## config.mk

```make
export PLATFORM = sky130hd
export DESIGN_NAME = spi_byte_interface
export DESIGN_NICKNAME = d
export VERILOG_FILES = /design/src/rtl/spi_byte_interface.sv
export SDC_FILE = /design/constraint.sdc
export NUM_CORES = 1
export LEC_CHECK = 0
export ABC_AREA = 0
export ABC_CLOCK_PERIOD_IN_PS = 1900
export CAP_MARGIN = 20
export CORE_ASPECT_RATIO = 0.5
export CORE_MARGIN = 2
export CORE_UTILIZATION = 51
export DETAILED_ROUTE_END_ITERATION = 8
export PLACE_DENSITY = 0.77
export REMOVE_ABC_BUFFERS = 1
export SLEW_MARGIN = 20
export SYNTH_ARGS = -nofsm -noshare
export SYNTH_HDL_FRONTEND = slang
export SYNTH_SLANG_ARGS = --single-unit
```

## constraint.sdc

```tcl
create_clock -name clk -period 1.9 [get_ports clk]
set_input_delay 0.57 -clock clk [delete_from_list [all_inputs] [get_ports clk]]
set_output_delay 0.57 -clock clk [all_outputs]
set_load 0.01 [all_outputs]
```

## src/rtl/spi_byte_interface.sv

```systemverilog
// SPI mode-0 slave front end: synchronises sclk/cs_n/mosi into the clk domain,
// deserialises MSB-first bytes and serialises a handshaked response byte on miso.
module spi_byte_interface #(
    parameter int         SYNC_STAGES = 2,
    parameter logic [7:0] TX_IDLE     = 8'h00
) (
    input  logic       clk,
    input  logic       rst_n,
    input  logic       sclk,
    input  logic       cs_n,
    input  logic       mosi,
    output logic       miso,
    output logic       miso_oe,
    output logic       spi_rx_valid,
    output logic [7:0] spi_rx_byte,
    input  logic [7:0] tx_byte,
    input  logic       tx_valid,
    output logic       tx_taken,
    output logic       frame_active
);

    typedef enum logic {
        ST_IDLE   = 1'b0,
        ST_ACTIVE = 1'b1
    } state_t;

    state_t r_state;
    state_t w_state_nxt;

    logic [SYNC_STAGES-1:0] r_sclk_sync;
    logic [SYNC_STAGES-1:0] r_cs_sync;
    logic [SYNC_STAGES-1:0] r_mosi_sync;
    logic                   r_sclk_prev;
    logic                   r_cs_prev;

    logic [2:0] r_bit_cnt;
    logic [7:0] r_rx_shift;
    logic [7:0] r_tx_shift;
    logic       r_miso;
    logic       r_rx_done;
    logic       r_rx_valid;
    logic [7:0] r_rx_byte;
    logic       r_tx_taken;

    logic       w_sclk_s;
    logic       w_cs_s;
    logic       w_mosi_s;
    logic       w_cs_fall;
    logic       w_cs_rise;
    logic       w_sclk_rise;
    logic       w_sclk_fall;
    logic       w_frame_start;
    logic       w_byte_done;
    logic       w_load;
    logic [7:0] w_load_byte;
    logic [2:0] w_tx_idx;

    assign w_sclk_s = r_sclk_sync[SYNC_STAGES-1];
    assign w_cs_s   = r_cs_sync[SYNC_STAGES-1];
    assign w_mosi_s = r_mosi_sync[SYNC_STAGES-1];

    assign w_cs_fall     = r_cs_prev & ~w_cs_s;
    assign w_cs_rise     = ~r_cs_prev & w_cs_s;
    assign w_sclk_rise   = w_sclk_s & ~r_sclk_prev & ~w_cs_s & (r_state == ST_ACTIVE);
    assign w_sclk_fall   = ~w_sclk_s & r_sclk_prev & ~w_cs_s & (r_state == ST_ACTIVE);
    assign w_frame_start = w_cs_fall & (r_state == ST_IDLE);
    assign w_byte_done   = w_sclk_rise & (r_bit_cnt == 3'd7);
    assign w_load        = w_frame_start | w_byte_done;
    assign w_load_byte   = tx_valid ? tx_byte : TX_IDLE;
    assign w_tx_idx      = 3'd7 - r_bit_cnt;

    assign miso         = r_miso;
    assign miso_oe      = (r_state == ST_ACTIVE);
    assign frame_active = (r_state == ST_ACTIVE);
    assign spi_rx_valid = r_rx_valid;
    assign spi_rx_byte  = r_rx_byte;
    assign tx_taken     = r_tx_taken;

    // Pin synchronisers plus the previous-value stage used for edge detection.
    // The cs_n chain resets to "selected" so a frame already running at reset
    // release never looks like a fresh falling edge.
    always_ff @(posedge clk or negedge rst_n) begin
        if (!rst_n) begin
            r_sclk_sync <= {SYNC_STAGES{1'b0}};
            r_cs_sync   <= {SYNC_STAGES{1'b0}};
            r_mosi_sync <= {SYNC_STAGES{1'b0}};
            r_sclk_prev <= 1'b0;
            r_cs_prev   <= 1'b0;
        end else begin
            r_sclk_sync <= {r_sclk_sync[SYNC_STAGES-2:0], sclk};
            r_cs_sync   <= {r_cs_sync[SYNC_STAGES-2:0], cs_n};
            r_mosi_sync <= {r_mosi_sync[SYNC_STAGES-2:0], mosi};
            r_sclk_prev <= w_sclk_s;
            r_cs_prev   <= w_cs_s;
        end
    end

    // Frame state register.
    always_ff @(posedge clk or negedge rst_n) begin
        if (!rst_n) begin
            r_state <= ST_IDLE;
        end else begin
            r_state <= w_state_nxt;
        end
    end

    // Frame next-state: only a detected cs_n falling edge opens a frame.
    always_comb begin
        w_state_nxt = r_state;
        case (r_state)
            ST_IDLE: begin
                if (w_cs_fall) begin
                    w_state_nxt = ST_ACTIVE;
                end else begin
                    w_state_nxt = ST_IDLE;
                end
            end
            ST_ACTIVE: begin
                if (w_cs_rise) begin
                    w_state_nxt = ST_IDLE;
                end else begin
                    w_state_nxt = ST_ACTIVE;
                end
            end
            default: w_state_nxt = ST_IDLE;
        endcase
    end

    // Bit counter, shifters, miso and the rx/tx strobes.
    always_ff @(posedge clk or negedge rst_n) begin
        if (!rst_n) begin
            r_bit_cnt  <= 3'd0;
            r_rx_shift <= 8'h00;
            r_tx_shift <= 8'h00;
            r_miso     <= 1'b0;
            r_rx_done  <= 1'b0;
            r_rx_valid <= 1'b0;
            r_rx_byte  <= 8'h00;
            r_tx_taken <= 1'b0;
        end else begin
            if (w_frame_start) begin
                r_bit_cnt <= 3'd0;
                r_miso    <= w_load_byte[7];
            end else if (w_cs_rise) begin
                r_bit_cnt <= 3'd0;
                r_miso    <= 1'b0;
            end else if (w_sclk_rise) begin
                r_rx_shift <= {r_rx_shift[6:0], w_mosi_s};
                r_bit_cnt  <= r_bit_cnt + 3'd1;
            end else if (w_sclk_fall) begin
                // after the bit-7 rising edge the count is 0, selecting the new MSB
                r_miso <= r_tx_shift[w_tx_idx];
            end
            if (w_load) begin
                r_tx_shift <= w_load_byte;
            end
            r_tx_taken <= w_load & tx_valid;
            r_rx_done  <= w_byte_done;
            r_rx_valid <= r_rx_done;
            if (r_rx_done) begin
                r_rx_byte <= r_rx_shift;
            end
        end
    end

endmodule

```

# == Word-level counts from Yosys, hierarchy flattened ==
# Cells that the tools add are included.
# word_totals
register_bits,40
input_bits,14
out_inout_bits,13
wordCells,55
# op_classes
addsub,2
n_lt_le_gt_ge,1
n_eq_ne,2
mux,13
bitwise_logic,19
n_reduce_logical,4
# op_table
cell,n
1-bit bitwise AND,11
3-bit two-way mux,3
8-bit two-way mux,1
1-bit two-way mux,7
1-bit inverter,7
3-bit nonzero test,2
3-bit by 4-bit < comparator with 1-bit output (second input constant),1
3-bit by 1-bit adder with 3-bit output (second input constant),1
1-bit binary-select mux with 3-bit select,1
3-bit equality test (second input constant),1
3-bit by 2-bit != test with 1-bit output (second input constant),1
3-bit AND reduction,1
3-bit subtractor (first input constant),1
1-bit case mux with 2 select lines,1
2-bit AND reduction,1
1-bit OR,1

# == Depth between registers and ports, before layout ==
# Gate-level depths: netlist of the first run.
# depth
word_depth,8
depth_mapped,6
ltp_nobuf,5

# == Worst setup path after synthesis of the first run ==
# OpenSTA, ideal clock, no wires.
# synth_path
path_type,register to register
startpoint,register r_cs_sync[1]
endpoint,register r_rx_shift[3]
setup_time_ns,0.125
arrival_time_ns,1.334
t_required_ns,1.775
setup_slack_ns,0.441
stages_incl_launch_ff,5
n_path_buf,2
period_less_slack_ns,1.459
path_cell_list,dfrtp_1 -> buf_6 -> and4bb_4 -> buf_6 -> mux2_2
# synth_between
elab_chain_len,5
word_cells_on_any_way,9
cone_classes,bitwise (8); reduce/logical (1)
# synth_rtl
element,line,text
from (decl),31,logic [SYNC_STAGES-1:0] r_cs_sync;
from (signal assigned),85,r_cs_sync <= {SYNC_STAGES{1'b0}};
from (signal assigned),91,"r_cs_sync <= {r_cs_sync[SYNC_STAGES-2:0], cs_n};"
1-bit inverter,"62, 64",
1-bit bitwise AND,62,assign w_cs_fall = r_cs_prev & ~w_cs_s;
1-bit bitwise AND,66,assign w_frame_start = w_cs_fall & (r_state == ST_IDLE);
1-bit inverter (no source line),-,
3-bit AND reduction (no source line) (*),-,
to (signal assigned),148,"r_rx_shift <= {r_rx_shift[6:0], w_mosi_s};"
to (decl),37,logic [7:0] r_rx_shift;
# Every way passes the cells marked *; elsewhere a longest branch is shown, timed or not.
# A chain may end at the register's enable or synchronous reset.

# == Final worst setup path of the first run ==
# layout_path
startpoint,register r_state (netlist: frame_active)
endpoint,output miso_oe
# layout_rtl
element,line,text
from (decl),27,state_t r_state;
from (signal assigned),103,r_state <= w_state_nxt;
to (decl),13,"output logic miso_oe,"
# No word-level cell between the ends.

==> results of run 1 <==
==> per-stage QoR <==
stage                     instances  worst slack, ps
final                           188             56.9
after CTS                       188             42.3
after global placement          180              313
after global routing            188             13.1
after detailed placement        180              266
after floorplan                 113              519
==> worst max path at each step <==
stage / slack (ps) / cells past startpoint / to
floorplan: 520 / 2 / r_rx_shift[0]
global placement: 310 / 3 / miso
detailed placement: 270 / 3 / miso
CTS: 40 / 1 / miso_oe
global route: 10 / 1 / miso_oe
finish: 60 / 1 / miso_oe
==> final cells by class <==
class | instances | area share, %
Clock buffer | 5 | 3.50
Clock inverter | 3 | 2.16
Inverter | 3 | 0.573
Multi-Input combinational cell | 70 | 26.9
Sequential cell | 40 | 51.0
Tap cell | 40 | 2.55
Timing Repair Buffer | 27 | 13.4
==> what timing repair did <==
action                                  CTS  global route
resized for setup                         1             0
endpoints found under the setup margin    2             0
hold buffers                              0             0
==> flip-flops by register name, indices dropped and copies added, names as in the netlist, 2 cells and up <==
name         count
r_bit_cnt        3
r_cs_sync        2
r_mosi_sync      2
r_rx_shift       8
r_sclk_sync      2
r_tx_shift       8
spi_rx_byte      8
==> logic make-up (layout without fill, tap and decap cells) <==
group | after synthesis | count (layout) | synth area share (%)
muxes | 20 | 20 | 14.7
adders and majority gates | 2 | 2 | 1.57
xor gates and xnor gates | 1 | 1 | 0.551
AOI/OAI and AO/OA | 18 | 18 | 7.32
and+or+nand+nor | 29 | 29 | 9.06
DFF | 40 | 40 | 63.0
buffers and inverters | 9 | 38 | 3.78
==> layout by cell type (no fill, tap or decap), types with 3 or more instances in the layout <==
master / count
inv_1: 3
mux2_2: 17
nor2_1: 3
nand2_1: 19
a21oi_1: 3
clkdlybuf4s50_1: 25
o21ai_0: 5
o21ai_1: 4
dfrtp_1: 39
clkbuf_8: 5
==> power groups by stage <==
stage	combinational [mW]	sequential [mW]	clock [mW]
2_1_floorplan	0.102	0.994	0
3_3_place_gp	0.182	1.00	0
4_1_cts	0.191	0.993	0.697
5_1_grt	0.209	1.01	0.739
3_5_place_dp	0.191	1.01	0
6_report	0.186	0.993	0.683
==> routing by layer <==
layer	share of wire (%)	vias to the layer above	global-route usage (%)	wire, um
li1	-	463	-	-
met1	45	446	20.3	1140
met2	48	19	29.5	1220
met3	4.1	7	5.33	104
met4	2.5	0	8.85	64
met5	0	-	0	0
==> flow_metrics.tcl, run 1 <==
set metrics [dict create \
    hpwl_mm 1.73 \
    grt_max_degree 41 \
    root_buffer "clkbuf_8" \
    seq_area_frac_synth_pct 63.0 \
    multi_input_area_um2 528 \
    finClkSkew_ps 5.06 \
    critPathCaptureType "output port" \
    max_stage_delay_ps 560 \
    synth_top_cells_by_count "dfrtp_1 (40), nand2_1 (19), mux2_2 (17)" \
    p_switching_uw 432 \
    layout.nets 163 \
    cp_num_buf_inv 1 \
    worstSetupPathType "register to output port" \
    core_area_um2 2980 \
    rr_worst_depth 3 \
    ir_drop_v 0.000554 \
    synth_seq_cells 40 \
    final_hold_viol_count 0 \
    fin_area_um2 1970 \
    first_iter_violations 45 \
    drive_above_1_share_pct 21.6 \
    worstPathRequired_ps 1330 \
    timing.hold.ws_ps 316 \
    postCtsSetupBuffers 0 \
    combPwrFrac_pct 10.0 \
    tightest_slew_ps 474 \
    synth_most_common_cell "dfrtp_1" \
    drtAntennaViolNets 0 \
    synth-edff-count 0 \
    rsz0062_at_grt "false" \
    rrSetupSlack_ps 340 \
    regToRegEndpoint "r_tx_shift[2]" \
    fin_crit_sh_pct 97.0 \
    cp-start-kind "register" \
    clkSinkCount 40 \
    crit_family "buffers and inverters" \
    synth_cell_types 27 \
    grt_util_all_layers_pct 17.2 \
    ys.flop_type "dfrtp_1" \
    die_w_um 82.9 \
    p_per_area_nw_per_um2 947 \
    synth_top_area_share_pct 63.0 \
    postSynthAreaPerCell_um2 13.4 \
    async_reset_ff_share_pct 100 \
    gp_congestion 0.754 \
    startpoint "frame_active" \
    htree_levels 2 \
    slowest_stage "clkdlybuf4s50_1" \
    grt_pass1_wl_mm 4.57 \
    vias 935 \
    synthCells 119 \
    drc_errors 0 \
    swShare_pct 23.2 \
    finalSetupTns_ps 0 \
    diodes 0 \
    p_clk_share_pct 36.7 \
    max_freq_mhz 543 \
    worst-path-max-fanout 7 \
    clk_pin_slew_ps 80 \
    p_int_mw 1.43 \
    syn-cell-area_um2 1590 \
    p_seq_share_pct 53.3 \
    grt_overflow 0 \
    yosys_warnings 0 \
    slew_headroom_pct 68.4 \
    drtPass1Iterations 3 \
    worstSkewPairLatency_ps 290 \
    rows 14 \
    status "complete, no violations" \
    vias_per_cell 4.97 \
    slew_viol_final 0 \
    dieHeight_um 43.5 \
    initial_core_util_pct 53.4 \
    syn_to_final_growth_pct 23.7 \
    ioPinCount 27 \
    routed_wl_mm 2.53 \
    wl_per_cell_um 13.5 \
    clockBufferDepth 2 \
    cp.arrival_ps 1270 \
    period_minus_slack_ps 1840 \
    grt_antenna_before_repair 0 \
    cts_buffers 5 \
    io_buffers 26 \
    cts_tree "yes" \
    seqCellArea_um2 1000 \
    fin_util_pct 66.0 \
    r2r_start "r_cs_sync[1]" \
    netlist.top_cell.by_area "dfrtp_1" \
    placed_cell_area_um2 1850 \
    dieArea_um2 3610 \
    setup_viol 0 \
    hold_path_class "input port to async pin" \
    fin_total_pwr_mw 1.86 \
    fill_cells 247 \
    yosys-top-cells-area "dfrtp_1 (63%), mux2_2 (12%), nand2_1 (4.5%)" \
    leakage_nw 0.903 \
    path_cells "clkdlybuf4s50_1" \
    grt_pass1_vias 961 \
    max_cap_viol_count 0 \
]
Power figures use the tool's default switching activity.
==> inputs of run 2 (changes only) <==
CORE_MARGIN = 10   (was 2)
==> run 2 against run 1 <==
Compared with the run above:
- routed wire length up 2.0%
- global-route usage down 7.4 points
- clock-buffer cell count up 3
- setup slack better by 13 ps
- cell count unchanged
- via count up 1.3%
- worst hold slack worse by 92 ps
- critical path depth unchanged
- utilization down 0.59 points
- fmax up 0.74%
- sequential share of layout area up 0.16 points
- clock skew down 2.7 ps
- largest cell class unchanged
- largest power group unchanged
==> flow_metrics.tcl, run 2 (synthesis results as in run 1) <==
set metrics [dict create \
    grt_antenna_before_repair 0 \
    finClkSkew_ps 2.31 \
    worst-path-max-fanout 7 \
    clkSinkCount 40 \
    grt_pass1_vias 999 \
    p_clk_share_pct 32.3 \
    max_freq_mhz 547 \
    ioPinCount 27 \
    leakage_nw 0.909 \
    tightest_slew_ps 463 \
    rows 14 \
    slew_viol_final 0 \
    cp.arrival_ps 1260 \
    final_cell_mix "dfrtp_1 (39), clkdlybuf4s50_1 (24), nand2_1 (19), mux2_2 (17), clkbuf_8 (6)" \
    grt_max_degree 22 \
    timing.hold.ws_ps 224 \
    p_switching_uw 400 \
    setup_viol 0 \
    drtAntennaViolNets 0 \
    gp_congestion 0.785 \
    critPathCaptureType "output port" \
    final_cell_count_no_fill 188 \
    htree_levels 2 \
    worstSkewPairLatency_ps 290 \
    cts_buffers 5 \
    ir_drop_v 0.000467 \
    drtPass1Iterations 4 \
    grt_pass1_wl_mm 4.44 \
    postCtsSetupBuffers 0 \
    place_inst 180 \
    max_stage_delay_ps 560 \
    setup_ws_ps 70.4 \
    fin_total_pwr_mw 1.74 \
    period_minus_slack_ps 1830 \
    grt_util_all_layers_pct 9.84 \
    fin_util_pct 65.4 \
    dieHeight_um 59.5 \
    wl_per_cell_um 13.7 \
    clockBufferDepth 2 \
    place_ws_ps 267 \
    p_seq_share_pct 56.8 \
    hold_path_class "input port to async pin" \
    diodes 0 \
    slew_headroom_pct 69.2 \
    worstSetupPathType "register to output port" \
    swShare_pct 23.0 \
    vias_per_cell 5.04 \
    grt_overflow 0 \
    die_w_um 98.9 \
    crit_family "buffers and inverters" \
    core_area_um2 3000 \
    layout_commonest_cell "dfrtp_1" \
    first_iter_violations 29 \
    cts_tree "yes" \
    p_per_area_nw_per_um2 888 \
    root_buffer "clkbuf_8" \
    syn_to_final_growth_pct 23.3 \
    finalSetupTns_ps 0 \
    fin_crit_sh_pct 96.3 \
    drive_above_1_share_pct 20.3 \
    slowest_stage "clkdlybuf4s50_1" \
    max_cap_viol_count 0 \
    vias 947 \
    hpwl_mm 1.89 \
    path_cells "clkdlybuf4s50_1" \
    layout.nets 163 \
    combPwrFrac_pct 10.9 \
    rrSetupSlack_ps 340 \
    io_buffers 26 \
    p_int_mw 1.34 \
    fin_area_um2 1960 \
    placed_cell_area_um2 1870 \
    clk_pin_slew_ps 70 \
    routed_wl_mm 2.58 \
    holdBufCountCts 0 \
    drc_errors 0 \
    initial_core_util_pct 53.0 \
    cp_num_buf_inv 1 \
    rsz0062_at_grt "false" \
    dieArea_um2 5880 \
    cp-start-kind "register" \
    final_hold_viol_count 0 \
    worstPathRequired_ps 1330 \
    status "complete, no violations" \
]
[run 2: cell count changes in the layout (fill, tap and decap cells not counted), sizes merged]
cell           delta
dlymetal6s2s      +1
clkdlybuf4s50     -1
clkinv            -1
bufinv            -1
clkbuf            +3
clkinvlp          -1
[run 2: area by class of cell]
cell class                      count  area (um^2)
Tap cell                           40         50.0
Fill cell                         230         1040
Timing Repair Buffer               27          278
Clock buffer                        8         90.1
Sequential cell                    40         1000
Multi-Input combinational cell     70          528
Inverter                            3         11.3
[run 2: worst paths after layout]
| check | from | end | cells past startpoint |
|---|---|---|---|
| worst min-delay path | rst_n | tx_taken | 1 |
| max in group asynchronous | rst_n | frame_active | 2 |
| worst max-delay path | frame_active | miso_oe | 1 |
| worst min register to register | r_cs_sync[0] | r_cs_sync[1] | 0 |
| worst max register to register | r_bit_cnt[0] | r_tx_shift[3] | 4 |
| min in group clk | r_cs_sync[0] | r_cs_sync[1] | 0 |
[run 2: power groups by stage]
stage	clock network [mW]	registers, mW	logic [mW]
after floorplan	0	0.994	0.102
after global placement	0	1.00	0.187
after detailed placement	0	1.01	0.195
after CTS	0.584	0.990	0.195
after global routing	0.616	1.00	0.215
final	0.561	0.989	0.190
[run 2: repair_timing]
action,CTS,global route
gates resized for setup,1,1
gates cloned,0,0
setup endpoints to repair,2,1
[run 2: per-layer routing]
layer	wire length, um	up-vias	GRT usage, %	share of wire [%]
li1	-	466	-	-
met1	1100	456	9.92	43
met2	1290	19	16.6	50
met3	145	6	5.70	5.6
met4	41	0	4.26	1.6
met5	0	-	0	0
==> inputs of run 3 (changes only) <==
SLEW_MARGIN = default   (was 20)
==> results of run 3 <==
No change in the layout: final DEF, timing and power equal those of run 2.
